--- config.mk ---
export PLATFORM = sky130hd
export DESIGN_NAME = branch_resolver
export DESIGN_NICKNAME = d
export VERILOG_FILES = /design/src/rtl/branch_resolver.sv
export SDC_FILE = /design/constraint.sdc
export NUM_CORES = 1
export LEC_CHECK = 0
export BUFFER_PORTS_ARGS = -buffer_cell sky130_fd_sc_hd__buf_2
export CORE_MARGIN = 2
export CORE_UTILIZATION = 50
export DETAILED_ROUTE_END_ITERATION = 8
export GPL_ROUTABILITY_DRIVEN = 0
export PLACE_DENSITY = 0.8
export SYNTH_ARGS = -nofsm -noshare
export SYNTH_HDL_FRONTEND = slang
export SYNTH_SLANG_ARGS = --single-unit
export TNS_END_PERCENT = 30
--- constraint.sdc ---
create_clock -name clk -period 3.67 [get_ports clk]
set_clock_uncertainty 0.15 [all_clocks]
set_input_delay 0.734 -clock clk [delete_from_list [all_inputs] [get_ports clk]]
set_output_delay 0.734 -clock clk [all_outputs]
set_load 0.05 [all_outputs]
--- src/rtl/branch_resolver.sv ---
// ID-stage branch resolver: hazard stall, condition evaluation,
// registered redirect pulse and saturating branch statistics.
module branch_resolver #(
  parameter int CNT_W    = 16,
  parameter int MAX_HOLD = 4
) (
  input  logic             clk,
  input  logic             reset,
  input  logic             br_valid,
  input  logic [2:0]       br_type,
  input  logic [31:0]      br_pc,
  input  logic [15:0]      br_imm,
  input  logic [4:0]       rs_addr,
  input  logic [4:0]       rt_addr,
  input  logic [31:0]      rs_val,
  input  logic [31:0]      rt_val,
  input  logic [4:0]       ex_wr_addr,
  input  logic             ex_wr_pending,
  input  logic [4:0]       mem_wr_addr,
  input  logic             mem_wr_pending,
  input  logic             flush,
  output logic             stall_id,
  output logic             redirect_valid,
  output logic [31:0]      redirect_target,
  output logic [CNT_W-1:0] cnt_taken,
  output logic [CNT_W-1:0] cnt_not_taken,
  output logic [CNT_W-1:0] cnt_stall,
  output logic             hold_err
);

  localparam int HW = $clog2(MAX_HOLD + 1);

  typedef enum logic [1:0] {
    IDLE,
    HOLD,
    REDIR
  } state_t;

  state_t           r_state;
  logic             r_redirect_valid;
  logic [31:0]      r_redirect_target;
  logic [CNT_W-1:0] r_taken;
  logic [CNT_W-1:0] r_not_taken;
  logic [CNT_W-1:0] r_stall;
  logic [HW-1:0]    r_hold_cnt;
  logic             r_hold_err;

  logic          w_eff;
  logic          w_uses_rt;
  logic          w_dep_rs;
  logic          w_dep_rt;
  logic          w_hazard;
  logic          w_resolve;
  logic          w_cond;
  logic [31:0]   w_target;
  logic [HW-1:0] w_hold_base;
  logic [HW-1:0] w_hold_next;

  function automatic logic dep(input logic [4:0] r);
    return (r != 5'd0) &&
           ((ex_wr_pending && ex_wr_addr == r) ||
            (mem_wr_pending && mem_wr_addr == r));
  endfunction

  assign w_eff     = br_valid && br_type != 3'd0 && br_type != 3'd7;
  assign w_uses_rt = br_type == 3'd1 || br_type == 3'd6;
  assign w_dep_rs  = dep(rs_addr);
  assign w_dep_rt  = dep(rt_addr);
  assign w_hazard  = w_eff && (w_dep_rs || (w_uses_rt && w_dep_rt));
  assign w_resolve = w_eff && !w_hazard && !flush;
  assign stall_id  = w_hazard && !flush && reset;

  assign w_target = br_pc + 32'd4 +
                    {{14{br_imm[15]}}, br_imm, 2'b00};

  always_comb begin
    w_cond = 1'b0;
    case (br_type)
      3'd1:    w_cond = rs_val == rt_val;
      3'd2:    w_cond = $signed(rs_val) >  32'sd0;
      3'd3:    w_cond = $signed(rs_val) <= 32'sd0;
      3'd4:    w_cond = $signed(rs_val) >= 32'sd0;
      3'd5:    w_cond = $signed(rs_val) <  32'sd0;
      3'd6:    w_cond = rs_val != rt_val;
      default: w_cond = 1'b0;
    endcase
  end

  // Stall count restarts whenever a branch first enters HOLD
  assign w_hold_base = (r_state == HOLD) ? r_hold_cnt : '0;
  assign w_hold_next = (w_hold_base == HW'(MAX_HOLD)) ?
                       w_hold_base : w_hold_base + 1'b1;

  always_ff @(posedge clk or negedge reset) begin
    if (!reset) begin
      r_state           <= IDLE;
      r_redirect_valid  <= 1'b0;
      r_redirect_target <= '0;
      r_taken           <= '0;
      r_not_taken       <= '0;
      r_stall           <= '0;
      r_hold_cnt        <= '0;
      r_hold_err        <= 1'b0;
    end else begin
      r_redirect_valid <= 1'b0;
      if (flush) begin
        r_state <= IDLE;
      end else if (w_hazard) begin
        r_state    <= HOLD;
        r_hold_cnt <= w_hold_next;
        if (w_hold_next == HW'(MAX_HOLD))
          r_hold_err <= 1'b1;
        if (r_stall != '1)
          r_stall <= r_stall + 1'b1;
      end else if (w_resolve && w_cond) begin
        r_state           <= REDIR;
        r_redirect_valid  <= 1'b1;
        r_redirect_target <= w_target;
        if (r_taken != '1)
          r_taken <= r_taken + 1'b1;
      end else if (w_resolve) begin
        r_state <= IDLE;
        if (r_not_taken != '1)
          r_not_taken <= r_not_taken + 1'b1;
      end else begin
        r_state <= IDLE;
      end
    end
  end

  assign redirect_valid  = r_redirect_valid;
  assign redirect_target = r_redirect_target;
  assign cnt_taken       = r_taken;
  assign cnt_not_taken   = r_not_taken;
  assign cnt_stall       = r_stall;
  assign hold_err        = r_hold_err;

endmodule
==> flow_metrics.py, run 1 <==
metrics = {
    "clock_network": {
        "cts_max_level": 3,
        "cts_resized": 0,
        "cts.clk_slew.worst_paths_ns": 0.06,
        "root_buffer": "clkbuf_16",
        "hold_buffers": 0,
        "cts.sinks": 86,
        "cts_tree": "done",
        "cts_setup_buffers": 0,
        "numCtsBuffers": 9,
        "cts_buffer_depth": 2,
        "clk_latency_ns": 0.34,
    },
    "global_route": {
        "grt_pass1_vias": 5363,
        "grt_pass1_wl_mm": 25.4,
        "overflow": 0,
        "track_usage_pct": 24.2,
        "grt_max_degree": 55,
        "grt_antenna_before_repair": 2,
    },
    "flow_run": {
        "drv_cap": 0,
    },
    "timing": {
        "fin_tns_setup_ns": 0,
        "hold_violations": 0,
        "drv_slew": 0,
        "relSlewSlack_pct": 24.9,
        "setup_viol": 0,
        "max_freq_ghz": 0.292,
        "min_period_ns": 3.43,
        "period_share_pct": 93.3,
        "rsz0062_at_grt": "no",
        "worst_slew_pin_slew_ns": 1.12,
    },
    "setup_path": {
        "worstSetupPathType": "in2out",
        "required_ns": 2.79,
        "crit_fanout": 10,
        "cp.arrival_ns": 2.54,
        "cp-end-kind": "output port",
        "start_kind": "input pin",
    },
    "floorplan": {
        "core_mm2": 0.0121,
        "ios": 224,
        "start_util_pct": 51.6,
        "dieHeight_um": 116,
        "rows": 40,
        "dieArea_mm2": 0.0134,
        "die_x_um": 116,
    },
    "cells_and_area": {
        "fin_util_pct": 66.0,
        "final_cells": 1044,
        "final_cell_area_mm2": 0.00800,
        "synthToLayoutAreaGrowth_pct": 27.8,
        "fin_nets": 1073,
        "drive_gt1_share_pct": 35.1,
    },
    "synthesis": {
        "synth_top_cell_by_area": "dfrtp_1",
        "syn_area_per_cell_um2": 10.0,
        "synth_adder_area_share_pct": 12.7,
        "synth-seq-cells": 86,
        "netlist_area_mm2": 0.00625,
        "synth_edf_count": 0,
        "ys_seq_area_share_pct": 34.4,
        "synth_mux_area_share_pct": 5.44,
        "synth_compound_area_share_pct": 11.3,
        "syn_nets": 828,
        "synth_cell_type_count": 66,
        "synth_top_cell_area_share_pct": 34.4,
        "netlist_instances": 624,
        "synth_top_family_by_area": "XOR/XNOR gates",
        "synthArstFlopShare_pct": 100,
        "synth_ff_type": "dfrtp_1",
        "synthSimpleGateAreaFrac_pct": 16.6,
        "synthTopCellsByArea": "dfrtp_1 34%, xnor2_1 14%, ha_1 12%",
        "synth-xor-area-share_pct": 17.1,
        "yosysWarnings": 0,
    },
    "placement": {
        "dp_hpwl_mm": 13.1,
        "placed_area_mm2": 0.00767,
        "post-place-cells": 1026,
        "io_buffer_count": 223,
    },
    "power": {
        "power_density_mw_per_mm2": 523,
        "peakVddDrop_mv": 0.339,
        "total_power_mw": 4.18,
        "leakage_nw": 4.04,
    },
    "routing": {
        "wl_mm": 16.2,
        "remaining_drc_errors": 0,
        "dr.pass1.iters": 6,
        "avgViaCountPerCell": 5.36,
        "via_count": 5600,
        "wl_per_cell_um": 15.6,
        "drtIter0Drc": 328,
        "drtAntennaViolNets": 0,
    },
    "min_path": {
        "hp-class": "in2async",
    },
    "run_status": {
        "status": "complete, no violations",
    },
}
## synth_stat cells (2+ instances only)
library cell / instances
and2_1: 5
xor2_1: 23
nor3_1: 9
o21bai_1: 5
o21a_1: 3
a211oi_1: 3
o22ai_1: 3
dfrtp_1: 86
clkbuf_1: 4
mux2_2: 28
nand3_1: 20
nor2_1: 34
nor4_1: 10
o31a_2: 2
o31ai_1: 2
or3_1: 4
o211ai_1: 3
nand4b_1: 2
nor2b_1: 4
nand4_1: 33
nor3b_1: 2
a31oi_1: 3
xnor2_1: 99
inv_1: 16
a21oi_1: 36
and3_1: 13
a21o_1: 8
o21ai_0: 15
ha_1: 62
and4_1: 2
nand2_1: 44
buf_6: 4
o221a_2: 2
nand2b_1: 3
## through the flow
step	hold slack [ns]	setup WS (ns)
6_report	0.178	0.245
5_1_grt	0.193	0.0276
4_1_cts	0.182	0.202
3_5_place_dp	0.322	-0.0719
3_3_place_gp	0.316	-0.0256
2_1_floorplan	0.288	0.0897
## sequential cells by signal (all words and copies together) (netlist names)
name	cells
hold_err	1
r_state	1
cnt_taken	16
redirect_target	32
redirect_valid	1
cnt_stall	16
cnt_not_taken	16
r_hold_cnt	3
## area by class of cell
cell class	count	area, um2
clock buffer	11	243
inverter	16	60.1
fill	1019	4120
clock inverter	5	81.3
timing repair buffer	245	1280
multi-input combinational	511	3960
antenna	2	5.00
sequential	86	2150
tap	168	210
## critical path, cell delays in order
cell and delay [ns]:
buf_2 0.13, xnor2_1 0.16, nand4_1 0.10, o22ai_1 0.28, a22oi_4 0.13, nor2_1 0.55
and2_1 0.21, buf_2 0.25
## logic make-up (layout without fill, tap and decap cells)
logic type,Yosys count,after routing
simple gates,195,195
mux,30,30
buf+inv,27,277
xor+xnor,122,122
flops,86,86
fa+ha+maj,63,63
other cells,0,2
compound gates,101,101
## cell usage in the layout, fill, tap and decap left out, types with 4 or more instances in the layout
cell       instances
nand2_1           44
mux2_2            28
dfrtp_1           86
nor2b_1            4
o21ai_0           15
inv_1             16
a21o_1             8
nor4_1            10
nor2_1            34
and2_1             5
nand4_1           33
clkbuf_16          9
or3_1              4
nand3_1           20
o21bai_1           5
buf_4             23
nor3_1             9
a21oi_1           36
xnor2_1           99
xor2_1            23
buf_2            222
ha_1              62
and3_1            13
## final timing paths
path / slack (ns) / to / from / cells after the start
min in group clk: 0.33 / cnt_stall[5] / cnt_stall[5] / 1
worst max-delay path: 0.24 / stall_id / rs_addr[2] / 8
max in group asynchronous: 2.15 / cnt_taken[11] / reset / 2
worst min register to register: 0.33 / cnt_stall[5] / cnt_stall[5] / 1
worst max register to register: 1.27 / cnt_taken[1] / cnt_taken[7] / 7
worst min-delay path: 0.18 / cnt_stall[9] / reset / 1
## power breakdown
part	total, mW	switching [mW]	internal [mW]
Sequential	1.32	0.161	1.16
Combinational	1.86	1.26	0.601
Clock	1.00	0.383	0.617
Total	4.18	1.81	2.38
## per-layer routing
metal	up-vias	track usage (%)	part of all wire, %	wire length, um
met5	-	0	0	0
met4	0	10.6	3.6	580
met3	29	4.34	5.3	860
met2	191	42.7	50	8170
met1	2626	29.0	41	6620
li1	2754	-	-	-
(Power assumes the default switching activity.)
==> inputs of run 2 (changes only) <==
--- a/config.mk
+++ b/config.mk
@@ -11,6 +11,7 @@
 export DETAILED_ROUTE_END_ITERATION = 8
 export GPL_ROUTABILITY_DRIVEN = 0
 export PLACE_DENSITY = 0.8
+export RECOVER_POWER = 50
 export SYNTH_ARGS = -nofsm -noshare
 export SYNTH_HDL_FRONTEND = slang
 export SYNTH_SLANG_ARGS = --single-unit
==> run 2 against run 1 <==
  * Register-to-register slack barely moved
  * Via count rose by 0.29%
  * Cell area fell by 0.67%
==> flow_metrics.py, run 2 (synthesis results as in run 1) <==
metrics = {
    "timing": {
        "relSlewSlack_pct": 10.4,
        "hold_violations": 0,
        "period_share_pct": 93.3,
        "worst_slew_pin_slew_ns": 1.34,
        "setup_viol": 0,
        "rsz0062_at_grt": "no",
        "min_period_ns": 3.42,
        "holdWs_ns": 0.177,
        "max_freq_ghz": 0.292,
        "drv_slew": 0,
    },
    "clock_network": {
        "hold_buffers": 0,
        "cts_max_level": 3,
        "root_buffer": "clkbuf_16",
        "cts_buffer_depth": 2,
        "cts.sinks": 86,
        "cts.clk_slew.worst_paths_ns": 0.06,
        "clk_latency_ns": 0.33,
        "cts_setup_buffers": 0,
        "numCtsBuffers": 9,
        "cts_resized": 0,
        "cts_tree": "done",
    },
    "routing": {
        "dr.pass1.iters": 4,
        "wl_mm": 16.3,
        "avgViaCountPerCell": 5.38,
        "drtAntennaViolNets": 0,
        "wl_met1_mm": 6.59,
        "remaining_drc_errors": 0,
        "wl_per_cell_um": 15.6,
        "wl_met2_mm": 8.22,
        "drtIter0Drc": 300,
        "wl_met3_um": 891,
        "top_layer": "met4",
        "via_count": 5616,
    },
    "global_route": {
        "grt_pass1_wl_mm": 25.4,
        "overflow": 0,
        "track_usage_pct": 24.2,
        "grt_max_degree": 55,
        "grt_antenna_before_repair": 2,
        "grt_pass1_vias": 5363,
    },
    "setup_path": {
        "crit_path_cell_trace": "buf_2, xnor2_1, nand4_1, o22ai_1, a22oi_4, nor2_1, and2_1, buf_2",
        "crit_top_cell": "buf_2",
        "cp-end-kind": "output port",
        "start_kind": "input pin",
        "crit_fanout": 10,
        "slowest_stage": "nor2_1",
        "cp.arrival_ns": 2.54,
        "max_stage_delay_ns": 0.55,
        "worstSetupPathType": "in2out",
        "rrSetupSlack_ns": 1.26,
        "required_ns": 2.79,
    },
    "floorplan": {
        "ios": 224,
        "rows": 40,
        "dieHeight_um": 116,
        "dieArea_mm2": 0.0134,
        "die_x_um": 116,
        "core_mm2": 0.0121,
        "start_util_pct": 51.6,
    },
    "flow_run": {
        "drv_cap": 0,
    },
    "cells_and_area": {
        "final_cell_mix": "181 x buf_2, 99 x xnor2_1, 86 x dfrtp_1, 62 x ha_1, 44 x nand2_1",
        "fin_nets": 1073,
        "fin_util_pct": 65.6,
        "largest_reg_flops": 32,
        "final_cells": 1044,
        "synthToLayoutAreaGrowth_pct": 27.0,
        "drive_gt1_share_pct": 30.4,
        "fill_cells": 1047,
        "final_cell_area_mm2": 0.00794,
        "layout_commonest_cell": "buf_2",
    },
    "power": {
        "leakage_nw": 3.91,
        "peakVddDrop_mv": 0.338,
        "power_density_mw_per_mm2": 522,
    },
    "min_path": {
        "hp-class": "in2async",
    },
    "placement": {
        "dp_hpwl_mm": 13.1,
        "placed_area_mm2": 0.00767,
        "io_buffer_count": 223,
        "post-place-cells": 1026,
    },
    "run_status": {
        "status": "complete, no violations",
    },
}
==> run 2: layer usage <==
layer  vias to the layer above  global-route usage [%]
li1                       2751                       -
met1                      2636                    29.0
met2                       197                    42.7
met3                        32                    4.34
met4                         0                    10.6
met5                         -                       0
==> run 2: worst paths after layout <==
kind,start,depth (start not counted),to
max in group asynchronous,reset,2,cnt_taken[11]
worst min-delay path,reset,1,cnt_stall[9]
worst max-delay path,mem_wr_addr[1],8,stall_id
worst max register to register,cnt_taken[7],7,cnt_taken[1]
min in group clk,hold_err,1,hold_err
worst min register to register,hold_err,1,hold_err
==> run 2: cell type report <==
cell class	count	area [um2]	area share [%]
tap	168	210	2.65
timing repair buffer	245	1230	15.5
clock buffer	11	243	3.06
sequential	86	2150	27.1
antenna	2	5.00	0.0630
inverter	16	60.1	0.756
clock inverter	5	81.3	1.02
multi-input combinational	511	3960	49.9
==> run 2: through the flow <==
| step | total power [mW] | TNS (ns) | setup slack (ns) |
|---|---|---|---|
| finish | 4.14 | 0 | 0.245 |
| global route | 4.37 | 0 | 0.0276 |
| CTS | 4.22 | 0 | 0.202 |
| detailed placement | 3.21 | -0.147 | -0.0719 |
| global placement | 3.17 | -0.0256 | -0.0256 |
| floorplan | 2.65 | 0 | 0.0897 |
==> run 2: critical path: cells and delay by family <==
| kind | cells | cell delay [ns] |
|---|---|---|
| compound gates | 2 | 0.40 |
| xor+xnor | 1 | 0.15 |
| buf+inv | 2 | 0.37 |
| simple gates | 3 | 0.88 |
==> run 2: power breakdown <==
group          switching, mW  internal [mW]  total (mW)  leakage [nW]
registers              0.167           1.16        1.33          1.11
clock network          0.384          0.617        1.00         0.156
logic                   1.26          0.555        1.82          2.64
==> inputs of run 3 (changes only) <==
--- a/config.mk
+++ b/config.mk
@@ -6,11 +6,12 @@
 export NUM_CORES = 1
 export LEC_CHECK = 0
 export BUFFER_PORTS_ARGS = -buffer_cell sky130_fd_sc_hd__buf_2
+export CAP_MARGIN = 40
 export CORE_MARGIN = 2
 export CORE_UTILIZATION = 50
 export DETAILED_ROUTE_END_ITERATION = 8
 export GPL_ROUTABILITY_DRIVEN = 0
-export PLACE_DENSITY = 0.8
+export PLACE_DENSITY = 0.83
 export RECOVER_POWER = 50
 export SYNTH_ARGS = -nofsm -noshare
 export SYNTH_HDL_FRONTEND = slang
==> run 3 against run 2 <==
  * Sequential share of layout area down 0.30 points
  * Count of clock-buffer cells in the layout up 3
  * Power up 1.6%
  * Cell count up 0.38%
  * Maximum frequency up 2.3%
  * Critical path type is now in2reg
  * Largest cell class unchanged
  * Largest power group unchanged
  * Highest routed layer unchanged
==> flow_metrics.py, run 3 (synthesis results as in run 1) <==
metrics = {
    "setup_path": {
        "critPathLaunch": "br_pc[3]",
        "start_kind": "input pin",
        "crit_end": "redirect_target[31]",
        "reg2reg_depth": 8,
        "worstReg2RegEnd": "cnt_stall[15]",
        "cp.arrival_ns": 3.43,
        "r2r_start": "cnt_stall[2]",
        "required_ns": 3.75,
        "crit_fanout": 3,
        "rrSetupSlack_ns": 1.29,
        "worstSetupPathType": "in2reg",
        "cp-end-kind": "flip-flop",
    },
    "global_route": {
        "track_usage_pct": 25.4,
        "busiest_layer": "met2",
        "grt_max_degree": 54,
        "overflow": 0,
        "grt_pass1_wl_mm": 26.3,
        "grt_use_met1_pct": 29.0,
        "grt_pass1_vias": 5558,
        "grt_antenna_before_repair": 1,
        "use_met2_pct": 45.8,
        "grtUsageMet3_pct": 4.65,
    },
    "flow_run": {
        "drv_cap": 0,
    },
    "floorplan": {
        "core_mm2": 0.0121,
        "dieArea_mm2": 0.0134,
        "die_x_um": 116,
        "rows": 40,
        "ios": 224,
        "dieHeight_um": 116,
        "start_util_pct": 51.6,
    },
    "placement": {
        "dp_hpwl_mm": 13.7,
        "io_buffer_count": 223,
        "place_ws_ns": -0.0426,
    },
    "power": {
        "p_switching_mw": 1.80,
        "seq_power_share_pct": 31.6,
        "total_power_mw": 4.21,
        "internal_power_mw": 2.41,
        "switching_share_pct": 42.8,
        "pwr-share-clk_pct": 25.1,
        "leakage_nw": 3.95,
        "pwr-share-comb_pct": 43.3,
        "power_density_mw_per_mm2": 524,
        "peakVddDrop_mv": 0.407,
    },
    "timing": {
        "worst_slew_pin_slew_ns": 1.01,
        "min_period_ns": 3.35,
        "hold_violations": 0,
        "period_share_pct": 91.2,
        "postLayoutSetupSlackWorst_ns": 0.321,
        "relSlewSlack_pct": 32.7,
        "rsz0062_at_grt": "no",
        "setup_viol": 0,
        "fin_tns_setup_ns": 0,
        "drv_slew": 0,
        "max_freq_ghz": 0.299,
    },
    "clock_network": {
        "clk_latency_ns": 0.34,
        "numCtsBuffers": 9,
        "root_buffer": "clkbuf_16",
        "cts_tree": "done",
        "cts_max_level": 3,
        "hold_buffers": 0,
        "cts.clk_slew.worst_paths_ns": 0.06,
        "cts_buffer_depth": 2,
        "cts.sinks": 86,
    },
    "cells_and_area": {
        "largest_reg_flops": 32,
        "fin_util_pct": 66.3,
        "synthToLayoutAreaGrowth_pct": 28.4,
        "regArea_mm2": 0.00215,
        "drive_gt1_share_pct": 30.8,
        "final_cell_mix": "181 x buf_2, 99 x xnor2_1, 86 x dfrtp_1, 62 x ha_1, 44 x nand2_1",
        "fin_nets": 1077,
        "multi_input_comb_area_mm2": 0.00396,
        "fill_cells": 1036,
        "layout_commonest_cell": "buf_2",
    },
    "routing": {
        "wl_mm": 16.8,
        "via_count": 5680,
        "drtAntennaViolNets": 0,
        "wl_per_cell_um": 16.1,
        "avgViaCountPerCell": 5.42,
        "remaining_drc_errors": 0,
        "drtIter0Drc": 239,
        "dr.pass1.iters": 4,
    },
    "run_status": {
        "status": "complete, no violations",
    },
    "min_path": {
        "hp-class": "reg2reg",
    },
}
## run 3: what timing repair did
action	in CTS	in global routing
hold endpoints to repair	0	0
setup buffers	0	0
gates resized for setup	0	1
endpoints found under the setup margin	0	1
## run 3: per-stage QoR
stage,cells,cell area [um2],hold slack (ns)
3_3_place_gp,1028,7680,0.313
6_report,1048,8030,0.327
3_5_place_dp,1030,7730,0.319
2_1_floorplan,624,6250,0.288
5_1_grt,1047,8030,0.355
4_1_cts,1046,8080,0.0944
## run 3: cell type report
cell class,count,share of cell area [%]
Clock buffer,14,3.66
Clock inverter,2,0.748
Sequential cell,86,26.8
Inverter,16,0.748
Multi-Input combinational cell,511,49.3
Antenna cell,2,0.0623
Tap cell,168,2.62
Timing Repair Buffer,249,16.0
## run 3: power groups by stage
stage | clock, mW | sequential (mW) | combinational (mW)
4_1_cts | 1.08 | 1.33 | 1.87
3_5_place_dp | 0 | 1.34 | 1.87
6_report | 1.06 | 1.33 | 1.82
2_1_floorplan | 0 | 2.05 | 0.606
5_1_grt | 1.11 | 1.36 | 1.95
3_3_place_gp | 0 | 1.33 | 1.83
## run 3: routing by layer
layer	vias up	routed length, um
met4	0	622
met2	215	8720
met1	2651	6540
met5	-	0
met3	37	951
li1	2777	-
## run 3: how the worst min path moves through the flow
stage / end / slack (ns) / from / cells after the start
6_report: hold_err / 0.33 / hold_err / 1
3_5_place_dp: hold_err / 0.32 / hold_err / 1
4_1_cts: redirect_target[30] / 0.09 / reset / 1
2_1_floorplan: cnt_not_taken[0] / 0.29 / reset / 0
5_1_grt: cnt_not_taken[12] / 0.35 / cnt_not_taken[12] / 1
3_3_place_gp: hold_err / 0.31 / hold_err / 1
## run 3: critical path, stage by stage
cell      delay [ns]
buf_2           0.10
ha_1            0.28
ha_1            0.23
fa_1            0.41
a211oi_2        0.18
o31a_2          0.18
a211o_4         0.15
a31oi_4         0.08
or4b_1          0.52
a31oi_1         0.21
xnor2_1         0.09
mux2_4          0.26
